### config.mk
export PLATFORM = sky130hd
export DESIGN_NAME = vga_buffer_reader
export DESIGN_NICKNAME = d
export VERILOG_FILES = /design/src/rtl/vga_timing_pkg.sv /design/src/rtl/vga_timing_gen.sv /design/src/rtl/vga_buffer_reader.sv
export SDC_FILE = /design/constraint.sdc
export NUM_CORES = 1
export LEC_CHECK = 0
export BUFFER_PORTS_ARGS = -buffer_cell sky130_fd_sc_hd__buf_2
export CELL_PAD_IN_SITES_DETAIL_PLACEMENT = 1
export CELL_PAD_IN_SITES_GLOBAL_PLACEMENT = 1
export CORE_MARGIN = 5
export CORE_UTILIZATION = 33
export DETAILED_ROUTE_END_ITERATION = 12
export PLACE_DENSITY_LB_ADDON = 0.05
export SYNTH_ARGS = -nofsm -noshare
export SYNTH_HDL_FRONTEND = slang
export SYNTH_HIERARCHICAL = 1
export SYNTH_SLANG_ARGS = --single-unit
export TNS_END_PERCENT = 10
### constraint.sdc
create_clock -name CLOCK_50 -period 2.03 [get_ports CLOCK_50]
set_clock_uncertainty 0.2 [all_clocks]
set_input_delay 0.406 -clock CLOCK_50 [delete_from_list [all_inputs] [get_ports CLOCK_50]]
set_output_delay 0.406 -clock CLOCK_50 [all_outputs]
set_load 0.02 [all_outputs]
### src/rtl/vga_timing_pkg.sv
// Shared VGA timing defaults, coordinate types and small helpers for the
// frame-buffer scan-out path. Defaults describe 640x480 @ 60 Hz with a
// 25 MHz pixel rate derived from a 50 MHz system clock.
package vga_timing_pkg;

  // Coordinate and pixel widths shared with the frame buffer read port
  localparam int COORD_W = 11;
  localparam int PIX_W   = 8;

  // Default horizontal timing, in pixels
  localparam int DEF_H_ACTIVE = 640;
  localparam int DEF_H_FP     = 16;
  localparam int DEF_H_SYNC   = 96;
  localparam int DEF_H_BP     = 48;

  // Default vertical timing, in lines
  localparam int DEF_V_ACTIVE = 480;
  localparam int DEF_V_FP     = 10;
  localparam int DEF_V_SYNC   = 2;
  localparam int DEF_V_BP     = 33;

  localparam int DEF_H_TOTAL = DEF_H_ACTIVE + DEF_H_FP + DEF_H_SYNC + DEF_H_BP;
  localparam int DEF_V_TOTAL = DEF_V_ACTIVE + DEF_V_FP + DEF_V_SYNC + DEF_V_BP;

  typedef logic [COORD_W-1:0] coord_t;
  typedef logic [PIX_W-1:0]   pix_t;

  // Region flags for the pixel currently addressed by the counters
  typedef struct packed {
    logic active;
    logic hs;
    logic vs;
  } region_t;

  // True when c lies in the half-open window [lo, hi)
  function automatic logic in_window(input coord_t c, input coord_t lo, input coord_t hi);
    return (c >= lo) && (c < hi);
  endfunction

  // Drive level of a sync line given whether sync is asserted and its polarity
  function automatic logic sync_level(input logic asserted, input logic pol);
    return asserted ? pol : ~pol;
  endfunction

endpackage

### src/rtl/vga_timing_gen.sv
// Pixel-rate enable, horizontal/vertical counters and region decode.
// Counters advance only on cycles where the pixel tick is high, so each
// pixel address is held for two system clocks.
module vga_timing_gen
  import vga_timing_pkg::*;
#(
  parameter int H_ACTIVE = DEF_H_ACTIVE,
  parameter int H_FP     = DEF_H_FP,
  parameter int H_SYNC   = DEF_H_SYNC,
  parameter int H_BP     = DEF_H_BP,
  parameter int V_ACTIVE = DEF_V_ACTIVE,
  parameter int V_FP     = DEF_V_FP,
  parameter int V_SYNC   = DEF_V_SYNC,
  parameter int V_BP     = DEF_V_BP
) (
  input  logic    i_clk,
  input  logic    i_reset,
  output logic    o_pix_tick,
  output coord_t  o_h_cnt,
  output coord_t  o_v_cnt,
  output region_t o_region,
  output logic    o_frame_wrap
);

  localparam int H_TOTAL = H_ACTIVE + H_FP + H_SYNC + H_BP;
  localparam int V_TOTAL = V_ACTIVE + V_FP + V_SYNC + V_BP;

  localparam coord_t H_LAST     = coord_t'(H_TOTAL - 1);
  localparam coord_t V_LAST     = coord_t'(V_TOTAL - 1);
  localparam coord_t H_ACT_END  = coord_t'(H_ACTIVE);
  localparam coord_t V_ACT_END  = coord_t'(V_ACTIVE);
  localparam coord_t HS_START   = coord_t'(H_ACTIVE + H_FP);
  localparam coord_t HS_END     = coord_t'(H_ACTIVE + H_FP + H_SYNC);
  localparam coord_t VS_START   = coord_t'(V_ACTIVE + V_FP);
  localparam coord_t VS_END     = coord_t'(V_ACTIVE + V_FP + V_SYNC);
  localparam coord_t COORD_ZERO = coord_t'(0);
  localparam coord_t COORD_ONE  = coord_t'(1);

  logic    r_pix_tick;
  coord_t  r_h_cnt;
  coord_t  r_v_cnt;
  logic    w_h_last;
  logic    w_v_last;
  region_t w_region;

  // Pixel enable toggles every clock; counters step on the high phase
  always_ff @(posedge i_clk) begin
    if (i_reset) begin
      r_pix_tick <= 1'b0;
      r_h_cnt    <= COORD_ZERO;
      r_v_cnt    <= COORD_ZERO;
    end else begin
      r_pix_tick <= ~r_pix_tick;
      if (r_pix_tick) begin
        if (w_h_last) begin
          r_h_cnt <= COORD_ZERO;
          if (w_v_last) begin
            r_v_cnt <= COORD_ZERO;
          end else begin
            r_v_cnt <= r_v_cnt + COORD_ONE;
          end
        end else begin
          r_h_cnt <= r_h_cnt + COORD_ONE;
        end
      end
    end
  end

  // Decode end-of-line/frame and the region the current address falls in
  always_comb begin
    w_h_last        = 1'b0;
    w_v_last        = 1'b0;
    w_region        = '0;
    w_h_last        = (r_h_cnt == H_LAST);
    w_v_last        = (r_v_cnt == V_LAST);
    w_region.active = (r_h_cnt < H_ACT_END) && (r_v_cnt < V_ACT_END);
    w_region.hs     = in_window(r_h_cnt, HS_START, HS_END);
    w_region.vs     = in_window(r_v_cnt, VS_START, VS_END);
  end

  assign o_pix_tick   = r_pix_tick;
  assign o_h_cnt      = r_h_cnt;
  assign o_v_cnt      = r_v_cnt;
  assign o_region     = w_region;
  assign o_frame_wrap = r_pix_tick & w_h_last & w_v_last;

endmodule

### src/rtl/vga_buffer_reader.sv
// Frame-buffer scan-out: presents read coordinates to the buffer, absorbs
// its one-cycle registered read latency and drives aligned pixel, sync and
// blank signals to the video DAC.
module vga_buffer_reader
  import vga_timing_pkg::*;
#(
  parameter int   H_ACTIVE = DEF_H_ACTIVE,
  parameter int   H_FP     = DEF_H_FP,
  parameter int   H_SYNC   = DEF_H_SYNC,
  parameter int   H_BP     = DEF_H_BP,
  parameter int   V_ACTIVE = DEF_V_ACTIVE,
  parameter int   V_FP     = DEF_V_FP,
  parameter int   V_SYNC   = DEF_V_SYNC,
  parameter int   V_BP     = DEF_V_BP,
  parameter logic SYNC_POL = 1'b0
) (
  input  logic               CLOCK_50,
  input  logic               reset,
  input  logic [PIX_W-1:0]   rd_data,
  output logic [COORD_W-1:0] rd_x,
  output logic [COORD_W-1:0] rd_y,
  output logic [PIX_W-1:0]   VGA_R,
  output logic [PIX_W-1:0]   VGA_G,
  output logic [PIX_W-1:0]   VGA_B,
  output logic               VGA_HS,
  output logic               VGA_VS,
  output logic               VGA_BLANK_N,
  output logic               VGA_SYNC_N,
  output logic               VGA_CLK,
  output logic               frame_start
);

  logic    w_pix_tick;
  coord_t  w_h_cnt;
  coord_t  w_v_cnt;
  region_t w_region;
  logic    w_frame_wrap;

  pix_t    r_pixel;
  logic    r_hs;
  logic    r_vs;
  logic    r_blank_n;
  logic    r_frame_start;

  vga_timing_gen #(
    .H_ACTIVE (H_ACTIVE),
    .H_FP     (H_FP),
    .H_SYNC   (H_SYNC),
    .H_BP     (H_BP),
    .V_ACTIVE (V_ACTIVE),
    .V_FP     (V_FP),
    .V_SYNC   (V_SYNC),
    .V_BP     (V_BP)
  ) u_timing (
    .i_clk        (CLOCK_50),
    .i_reset      (reset),
    .o_pix_tick   (w_pix_tick),
    .o_h_cnt      (w_h_cnt),
    .o_v_cnt      (w_v_cnt),
    .o_region     (w_region),
    .o_frame_wrap (w_frame_wrap)
  );

  // Read address follows the counters in active video and parks at 0 in blanking
  always_comb begin
    rd_x = '0;
    rd_y = '0;
    if (w_region.active) begin
      rd_x = w_h_cnt;
      rd_y = w_v_cnt;
    end else begin
      rd_x = '0;
      rd_y = '0;
    end
  end

  // Output stage: capture buffer data with the flags of the same address one pixel later
  always_ff @(posedge CLOCK_50) begin
    if (reset) begin
      r_pixel       <= '0;
      r_hs          <= ~SYNC_POL;
      r_vs          <= ~SYNC_POL;
      r_blank_n     <= 1'b0;
      r_frame_start <= 1'b0;
    end else begin
      r_frame_start <= w_frame_wrap;
      if (w_pix_tick) begin
        r_pixel   <= w_region.active ? rd_data : '0;
        r_hs      <= sync_level(w_region.hs, SYNC_POL);
        r_vs      <= sync_level(w_region.vs, SYNC_POL);
        r_blank_n <= w_region.active;
      end
    end
  end

  assign VGA_R       = r_pixel;
  assign VGA_G       = r_pixel;
  assign VGA_B       = r_pixel;
  assign VGA_HS      = r_hs;
  assign VGA_VS      = r_vs;
  assign VGA_BLANK_N = r_blank_n;
  assign VGA_SYNC_N  = 1'b0;
  // DAC samples in the middle of each two-clock pixel
  assign VGA_CLK     = ~w_pix_tick;
  assign frame_start = r_frame_start;

endmodule

==> results of run 1 <==
==> layout by cell type, fill, tap and decap left out, drive strengths merged <==
master   count
clkbuf       5
a31oi        1
xor2         4
xnor2       11
clkinv       3
o21ai        4
nand2b      10
and4         1
or4b         1
dfxtp       35
buf        103
o21bai       1
nand4        7
nor3         6
o311ai       1
nor2b        3
a21oi       15
nand3       13
nor4         7
nand4bb      2
inv          6
nor2        21
o211a        1
and2        22
mux2i        1
conb         1
and3         2
or4          5
ha           3
or3          4
a211o        2
nand2       10
==> critical path, stage by stage, from the launching register on <==
cell	delay [ns]
dfxtp_2	0.34
and3_4	0.20
nand2_4	0.05
and3_4	0.20
buf_6	0.14
and2_4	0.16
buf_6	0.12
==> power by group <==
part	total, mW	switching [mW]	internal [mW]
Clock	0.495	0.260	0.235
Sequential	0.718	0.0131	0.704
Combinational	0.176	0.103	0.0729
Total	1.39	0.376	1.01
==> area by class of cell <==
class	instances	share of cell area
Clock buffer	5	0.0244
Clock inverter	3	0.00533
Inverter	6	0.00800
Multi-Input combinational cell	159	0.399
Sequential cell	35	0.252
Tap cell	75	0.0333
Timing Repair Buffer	103	0.278
==> flip-flops by register name, indices dropped and copies added (netlist names) <==
register / flops
VGA_HS: 1
frame_start: 1
u_timing/o_h_cnt: 11
u_timing/o_v_cnt: 11
VGA_VS: 1
VGA_B: 8
VGA_BLANK_N: 1
u_timing/o_pix_tick: 1
==> worst min-delay path by stage <==
stage	from	end	slack, ns	cells after the start
detailed placement	VGA_VS$_SDFFE_PP1P_	VGA_VS$_SDFFE_PP1P_	0.26	1
finish	rd_data[6]	VGA_B[6]$_SDFFE_PP0P_	0.18	3
CTS	rd_data[3]	VGA_B[3]$_SDFFE_PP0P_	0.18	3
floorplan	u_timing/o_h_cnt[1]$_SDFFE_PP0P_	u_timing/o_h_cnt[1]$_SDFFE_PP0P_	0.27	2
global placement	VGA_VS$_SDFFE_PP1P_	VGA_VS$_SDFFE_PP1P_	0.24	1
global route	rd_data[6]	VGA_B[6]$_SDFFE_PP0P_	0.19	3
==> metrics by stage <==
step / util / setup TNS [ns] / total power [mW] / hold WS [ns] / cell area (um2)
final: 0.481 / -1.17 / 1.39 / 0.184 / 2820
after global routing: 0.481 / -2.57 / 1.46 / 0.190 / 2820
after CTS: 0.479 / -1.64 / 1.41 / 0.177 / 2800
after detailed placement: 0.409 / 0 / 0.902 / 0.257 / 2390
after global placement: 0.409 / 0 / 0.900 / 0.244 / 2390
after floorplan: - / 0 / 0.864 / 0.271 / 1950
==> logic make-up (layout without fill, tap and decap cells) <==
kind of cell    after synthesis  in the layout  synth area share
fa+ha+maj                     3              3            0.0192
mux                           1              1           0.00513
xor+xnor                     15             15            0.0673
flops                        35             35             0.359
simple gates                114            114             0.352
other cells                   1              1           0.00192
buf+inv                      35            117             0.117
compound gates               25             25            0.0782
==> what timing repair did <==
action,in CTS,in global routing
resized for setup,88,4
endpoints found under the setup margin,22,41
setup buffers,7,0
gates cloned,2,0
hold buffers,0,0
pin swaps,6,3
==> layer usage <==
metal,GRT usage,routed length (um),vias up
met1,0.205,2530,885
met4,0.0425,63,0
li1,-,-,927
met2,0.266,2760,42
met3,0.0369,337,5
met5,0,0,-
==> results by group, run 1 <==
Floorplanning
  – Die H: 86.9 um
  – Std-Cell Rows: 28
  – Die W: 86.9 um
  – Die area: 7550 um2
  – Initial core utilization: 0.334
  – Core ar.: 5850 um2
  – IO Pins: 62

Global route
  – GRT Util Overall: 0.159
  – GR Overflow Total: 0
  – Largest net degree at the start of global routing: 27
  – Initial antenna violation count: 0
  – Vias in the first global route: 1,949
  – First-pass GRT wire length: 9500 um

Synthesis
  – Synth Register Bits: 35
  – Sequential fraction of the synthesis area: 0.359
  – Synth top cells by count: 35 x dfxtp_1, 22 x and2_1, 21 x buf_4, 21 x nor2_1, 14 x a21oi_1
  – Asr flop ratio synth: 0
  – Cell Area, Synth: 1950 um2
  – Commonest register cell after synthesis: dfxtp_1
  – Synthesized instance count: 229
  – Synth area leader: dfxtp_1
  – Cell with the most instances after synthesis: dfxtp_1
  – Synth top area cells: dfxtp_1 36%, buf_4 8.1%, and2_1 7.1%
  – Avg Cell Area, Syn: 8.52 um2
  – Yosys top cell area share: 0.359
  – Yosys warnings: 6
  – Post-synth EDFFs: 0
  – Syn_nets: 242
  – Yosys cell types: 38

Pwr
  – Power per Cell Area: 493 nW/um2
  – Static leakage: 1.23 nW
  – Max VDD drop: 0.291 mV

Clock tree
  – CTS Buffer Depth: 2
  – Cts bufs inserted: 5
  – Clk_lat worst skew: 0.29 ns
  – Reg clk slew, reported paths: 0.08 ns
  – Clock tree from TritonCTS: built
  – Root Driver: clkbuf_8
  – CTS H-tree depth: 2
  – Clk sinks: 35

Status
  – Status: finished, violations left
  – Failing checks: setup timing

Worst setup path
  – Setup crit start kind: flop
  – FF-to-FF path depth: 6
  – Crit path max fanout: 6
  – Worst r2r src: u_timing/o_v_cnt[6]$_SDFFE_PP0P_
  – Worst EP required: 1.42 ns
  – Crit path launch: u_timing/o_v_cnt[8]$_SDFFE_PP0P_
  – CP Capture Point: rd_x[0]
  – WP data arrival: 1.51 ns
  – R2R setup slack: 0 ns
  – WS Path Type: flop to output pin
  – FF-to-FF End: u_timing/o_v_cnt[9]$_SDFFE_PP0P_
  – Crit. End Element: output pin

Finish
  – FF+latch area: 708 um2
  – Post-route insts no fill: 386
  – N_diodes: 0
  – Fraction of layout cells with a size suffix above 1: 0.505
  – Nets@finish: 323
  – Synthesis-to-layout area growth: 44.2%
  – Multi-input logic area: 1120 um2
  – Fill cell count: 704

Timing
  – Final hold viol count: 0
  – # setup viols final: 22
  – RSZ-0062 raised after global routing: yes
  – Max Freq: 473 MHz
  – Final worst path period share: 1.04
  – Max Slew Vio Count: 0
  – Min Tclk post-route: 2.11 ns
  – Final WS setup: -0.0821 ns

Drt
  – Drt first pass iters: 4
  – Final WL: 5680 um
  – Routed len/inst: 14.7 um
  – Antenna viol nets, final: 0
  – DRC viols: 0
  – Vias per Instance: 4.82
  – Initial DRC Count: 34
  – Vias post-DR: 1,859

Placement
  – # port buffers: 60
  – Post-placement setup slack: 0.0431 ns
  – Placed Cells: 369
  – Final HPWL DP: 4160 um
  – Gpl congestion: 0.781

Run
  – MaxCap Viol Count: 0

Hold path
  – Worst hold path type: input port to flop
(Power assumes the default switching activity.)
==> run 2, diff against run 1 <==
--- a/config.mk
+++ b/config.mk
@@ -11,7 +11,7 @@
 export CORE_MARGIN = 5
 export CORE_UTILIZATION = 33
 export DETAILED_ROUTE_END_ITERATION = 12
-export PLACE_DENSITY_LB_ADDON = 0.05
+export PLACE_DENSITY_LB_ADDON = 0.1
 export SYNTH_ARGS = -nofsm -noshare
 export SYNTH_HDL_FRONTEND = slang
 export SYNTH_HIERARCHICAL = 1
==> run 2 against run 1 <==
Effect of this change: the flow still finishes with violations (setup timing); critical path depth is the same; non-clock buffer count is 7 lower; sequential share of layout area is 0.14 points higher; cell count is 1.8% lower; sequential power about the same; die area is the same; routed wire length grew 0.49%; clock power increased by 56%; flip-flop and latch count did not move; largest power group is now clock; via count is 1.1% lower.
==> results by group, run 2 (synthesized netlist as in run 1, its figures left out) <==
Global route
  – Initial antenna violation count: 0
  – GRT Util Overall: 0.152
  – Vias in the first global route: 1,847
  – GR Overflow Total: 0
  – First-pass GRT wire length: 9160 um
  – Largest net degree at the start of global routing: 22

Placement
  – Final HPWL DP: 4150 um
  – Gpl congestion: 0.770
  – # port buffers: 60
  – Post-placement setup slack: 0.00439 ns

Timing
  – Final hold viol count: 0
  – Min Tclk post-route: 2.09 ns
  – Max Slew Vio Count: 0
  – Worst Hold Slack: 0.169 ns
  – RSZ-0062 raised after global routing: yes
  – Setup TNS Final: -1.11 ns
  – # setup viols final: 22
  – Final worst path period share: 1.03
  – Final WS setup: -0.0632 ns
  – Max Freq: 478 MHz

Worst setup path
  – Worst EP required: 1.42 ns
  – WS Path Type: flop to output pin
  – WP data arrival: 1.49 ns
  – Crit. End Element: output pin
  – FF-to-FF End: u_timing/o_v_cnt[9]$_SDFFE_PP0P_
  – CP Capture Point: rd_y[10]
  – Worst r2r src: u_timing/o_v_cnt[4]$_SDFFE_PP0P_
  – Crit path launch: u_timing/o_v_cnt[7]$_SDFFE_PP0P_
  – FF-to-FF path depth: 5
  – R2R setup slack: 0.04 ns
  – Setup crit start kind: flop
  – Crit path max fanout: 10

Finish
  – Fraction of layout cells with a size suffix above 1: 0.487
  – N_diodes: 0
  – Fill cell count: 693
  – Finished Core Util: 0.481
  – Nets@finish: 316
  – Commonest non-fill, non-tap cell in the layout: buf_2
  – Commonest cells after routing, fill and taps aside: 38 x buf_2, 32 x buf_4, 26 x dfxtp_1, 24 x buf_6, 21 x nor2_1
  – Synthesis-to-layout area growth: 44.2%

Pwr
  – Clock power share: 0.463
  – Reported net switching power: 0.399 mW
  – Power per Cell Area: 593 nW/um2
  – Comb power frac: 0.107
  – Power, Total: 1.67 mW
  – Sequential Power Share: 0.430
  – Max VDD drop: 0.394 mV
  – Static leakage: 1.22 nW
  – P_int: 1.27 mW
  – Switching Fraction: 0.239

Drt
  – Initial DRC Count: 55
  – Vias post-DR: 1,838
  – Antenna viol nets, final: 0
  – Vias per Instance: 4.85
  – Drt first pass iters: 4
  – Final WL: 5710 um
  – DRC viols: 0
  – Routed len/inst: 15.1 um

Clock tree
  – CTS H-tree depth: 2
  – Hold Buf Count CTS: 0
  – Cts bufs inserted: 5
  – Clock tree from TritonCTS: built
  – Reg clk slew, reported paths: 0.08 ns
  – Root Driver: clkbuf_8
  – Clk sinks: 35
  – CTS Buffer Depth: 2
  – Clk_lat worst skew: 0.30 ns

Hold path
  – Worst hold path type: input port to flop
  – Hold Path Cell Cnt: 3

Floorplanning
  – Initial core utilization: 0.334
  – Die H: 86.9 um
  – Std-Cell Rows: 28
  – Die W: 86.9 um
  – IO Pins: 62
  – Core ar.: 5850 um2
  – Die area: 7550 um2

Status
  – Failing checks: setup timing
  – Status: finished, violations left

Run
  – MaxCap Viol Count: 0
-- run 2: critical path, cell delays in order (launching register included) --
cell	delay [ns]
dfxtp_2	0.34
and3_4	0.21
nand2_4	0.06
and3_4	0.17
buf_12	0.14
and2_1	0.14
buf_6	0.13
-- run 2: repair_timing --
action,CTS,global route
endpoints found under the setup margin,27,34
resized for setup,65,18
hold endpoints to repair,0,0
pin swaps,0,1
buffers inserted,1,2
-- run 2: per-layer routing --
metal	up-vias	global-route usage	wire length [um]
met5	-	0	0
met4	0	0.0340	61
met3	5	0.0426	323
met2	39	0.259	2760
met1	881	0.191	2560
li1	913	-	-
-- run 2: final cells by class --
cell class,count,area [um2],share of cell area
clock buffers,5,68.8,0.0245
clock inverters,3,67.6,0.0240
inverters,6,22.5,0.00800
multi-input cells,159,1110,0.394
flip-flops and latches,35,712,0.253
well taps,75,93.8,0.0333
repair buffers,96,741,0.263
-- run 2: power groups by stage --
stage	clock, mW	combinational (mW)	sequential (mW)
2_1_floorplan	0	0.114	0.750
3_3_place_gp	0	0.171	0.733
3_5_place_dp	0	0.172	0.734
4_1_cts	0.785	0.179	0.718
5_1_grt	0.819	0.193	0.721
6_report	0.773	0.178	0.718
-- run 2: worst min path at each step --
stage / start / slack [ns] / end
2_1_floorplan: u_timing/o_h_cnt[1]$_SDFFE_PP0P_ / 0.27 / u_timing/o_h_cnt[1]$_SDFFE_PP0P_
3_3_place_gp: VGA_VS$_SDFFE_PP1P_ / 0.25 / VGA_VS$_SDFFE_PP1P_
3_5_place_dp: VGA_HS$_SDFFE_PP1P_ / 0.27 / VGA_HS$_SDFFE_PP1P_
4_1_cts: rd_data[3] / 0.17 / VGA_B[3]$_SDFFE_PP0P_
5_1_grt: rd_data[3] / 0.17 / VGA_B[3]$_SDFFE_PP0P_
6_report: rd_data[3] / 0.17 / VGA_B[3]$_SDFFE_PP0P_
-- run 2: metrics by stage --
| stage | instance area (um2) | std cells |
|---|---|---|
| 2_1_floorplan | 1950 | 229 |
| 3_3_place_gp | 2410 | 368 |
| 3_5_place_dp | 2410 | 368 |
| 4_1_cts | 2750 | 377 |
| 5_1_grt | 2810 | 379 |
| 6_report | 2810 | 379 |
==> run 3, diff against run 2 <==
--- a/config.mk
+++ b/config.mk
@@ -12,6 +12,7 @@
 export CORE_UTILIZATION = 33
 export DETAILED_ROUTE_END_ITERATION = 12
 export PLACE_DENSITY_LB_ADDON = 0.1
+export REMOVE_ABC_BUFFERS = 1
 export SYNTH_ARGS = -nofsm -noshare
 export SYNTH_HDL_FRONTEND = slang
 export SYNTH_HIERARCHICAL = 1
==> run 3 against run 2 <==
Effect of this change: the flow still finishes with violations (setup timing); sequential power about the same; cell area decreased by 0.27%; critical path depth unchanged; sequential share of layout area about the same; worst setup slack improved by 0.012 ns; clock power decreased by 27%; critical path type unchanged; critical endpoint is now rd_y[6]; highest routed layer unchanged.
==> results by group, run 3 (synthesized netlist as in run 1, its figures left out) <==
Finish
  – Cell area after layout: 2810 um2
  – Fraction of layout cells with a size suffix above 1: 0.480
  – Post-route insts no fill: 379
  – Nets@finish: 316
  – Synthesis-to-layout area growth: 43.8%
  – Commonest non-fill, non-tap cell in the layout: buf_2
  – Commonest cells after routing, fill and taps aside: 38 x buf_2, 32 x buf_4, 27 x dfxtp_1, 23 x buf_6, 21 x nor2_1
  – N_diodes: 0

Drt
  – Final WL: 5710 um
  – Initial DRC Count: 66
  – Vias post-DR: 1,822
  – DRC viols: 0
  – Antenna viol nets, final: 0
  – Routed len/inst: 15.1 um
  – Drt first pass iters: 4
  – Vias per Instance: 4.81

Placement
  – Post-placement setup slack: -0.00123 ns
  – Placed Cells: 367
  – DP Area: 2400 um2
  – Final HPWL DP: 4210 um
  – Gpl congestion: 0.790
  – # port buffers: 60

Clock tree
  – Clock tree from TritonCTS: built
  – Cts bufs inserted: 5
  – CTS H-tree depth: 2
  – Clk sinks: 35
  – Hold Buf Count CTS: 0
  – CTS Buffer Depth: 2
  – Clk_lat worst skew: 0.28 ns
  – Root Driver: clkbuf_8
  – Reg clk slew, reported paths: 0.08 ns

Timing
  – Min Tclk post-route: 2.08 ns
  – Final hold viol count: 0
  – Max Slew Vio Count: 0
  – Final worst path period share: 1.03
  – Final WS setup: -0.0509 ns
  – Max Freq: 481 MHz
  – RSZ-0062 raised after global routing: yes
  – # setup viols final: 22

Pwr
  – Power per Cell Area: 521 nW/um2
  – Static leakage: 1.20 nW
  – Power, Total: 1.46 mW
  – Max VDD drop: 0.221 mV

Floorplanning
  – Std-Cell Rows: 28
  – Die W: 86.9 um
  – Core ar.: 5850 um2
  – IO Pins: 62
  – Die area: 7550 um2
  – Initial core utilization: 0.334
  – Die H: 86.9 um

Worst setup path
  – Crit. End Element: output pin
  – Worst EP required: 1.42 ns
  – WS Path Type: flop to output pin
  – Crit path max fanout: 12
  – WP data arrival: 1.47 ns
  – Setup crit start kind: flop

Global route
  – GR Overflow Total: 0
  – Vias in the first global route: 1,889
  – Initial antenna violation count: 0
  – First-pass GRT wire length: 9220 um
  – Largest net degree at the start of global routing: 18
  – GRT Util Overall: 0.156

Status
  – Status: finished, violations left
  – Failing checks: setup timing

Hold path
  – Worst hold path type: input port to flop

Run
  – MaxCap Viol Count: 0
==> run 3: cell types whose count changed in the layout (fill, tap and decap cells not counted), moves of 2 or more <==
cell / before / now
and2_1: 5 / 9
and2_4: 17 / 13
bufinv_16: 2 / 0
clkbuf_8: 5 / 7
nor4_1: 6 / 4
nor4_2: 1 / 3
==> run 3: final timing paths <==
kind / endpoint / cells after the start / slack [ns] / from
worst max-delay path: rd_y[6] / 6 / -0.05 / u_timing/o_v_cnt[6]$_SDFFE_PP0P_
worst min-delay path: VGA_B[6]$_SDFFE_PP0P_ / 3 / 0.18 / rd_data[6]
worst max register to register: u_timing/o_v_cnt[6]$_SDFFE_PP0P_ / 6 / 0.04 / u_timing/o_v_cnt[7]$_SDFFE_PP0P_
worst min register to register: VGA_VS$_SDFFE_PP1P_ / 1 / 0.27 / VGA_VS$_SDFFE_PP1P_
==> run 3: layer usage <==
layer	wire length, um	share of wire	track usage	vias to the layer above
met3	267	0.047	0.0322	8
li1	-	-	-	906
met2	2920	0.51	0.277	42
met1	2440	0.43	0.188	866
met4	78	0.014	0.0510	0
met5	0	0	0	-
==> run 3: layout make-up <==
type,count,area (um2)
tap,75,93.8
sequential,35,711
fill,722,3040
inverter,6,22.5
clock inverter,1,7.51
timing repair buffer,96,744
clock buffer,7,96.3
multi-input combinational,159,1130
==> run 3: critical path, stage by stage (launching register included) <==
cell     delay [ns]
dfxtp_2        0.35
and3_4         0.21
nand2_4        0.06
and3_4         0.16
buf_8          0.14
and2_1         0.14
buf_6          0.13
==> run 3: power breakdown <==
part           internal, mW  switching [mW]  total, mW
registers             0.705          0.0163      0.721
clock network         0.309           0.254      0.562
logic                0.0757           0.102      0.178
==> run 3: timing repair <==
item,4_1_cts,5_1_grt
cloned,0,0
endpoints found under the setup margin,30,34
pin swaps,0,2
setup buffers,4,0
gates resized for setup,65,17
==> run 3: through the flow <==
stage / hold WS [ns] / util / TNS [ns]
after floorplan: 0.270 / - / -1.96
after global placement: 0.244 / 0.411 / 0
after detailed placement: 0.253 / 0.411 / -0.00123
after CTS: 0.181 / 0.467 / -0.949
after global routing: 0.179 / 0.480 / -2.64
final: 0.185 / 0.480 / -0.954
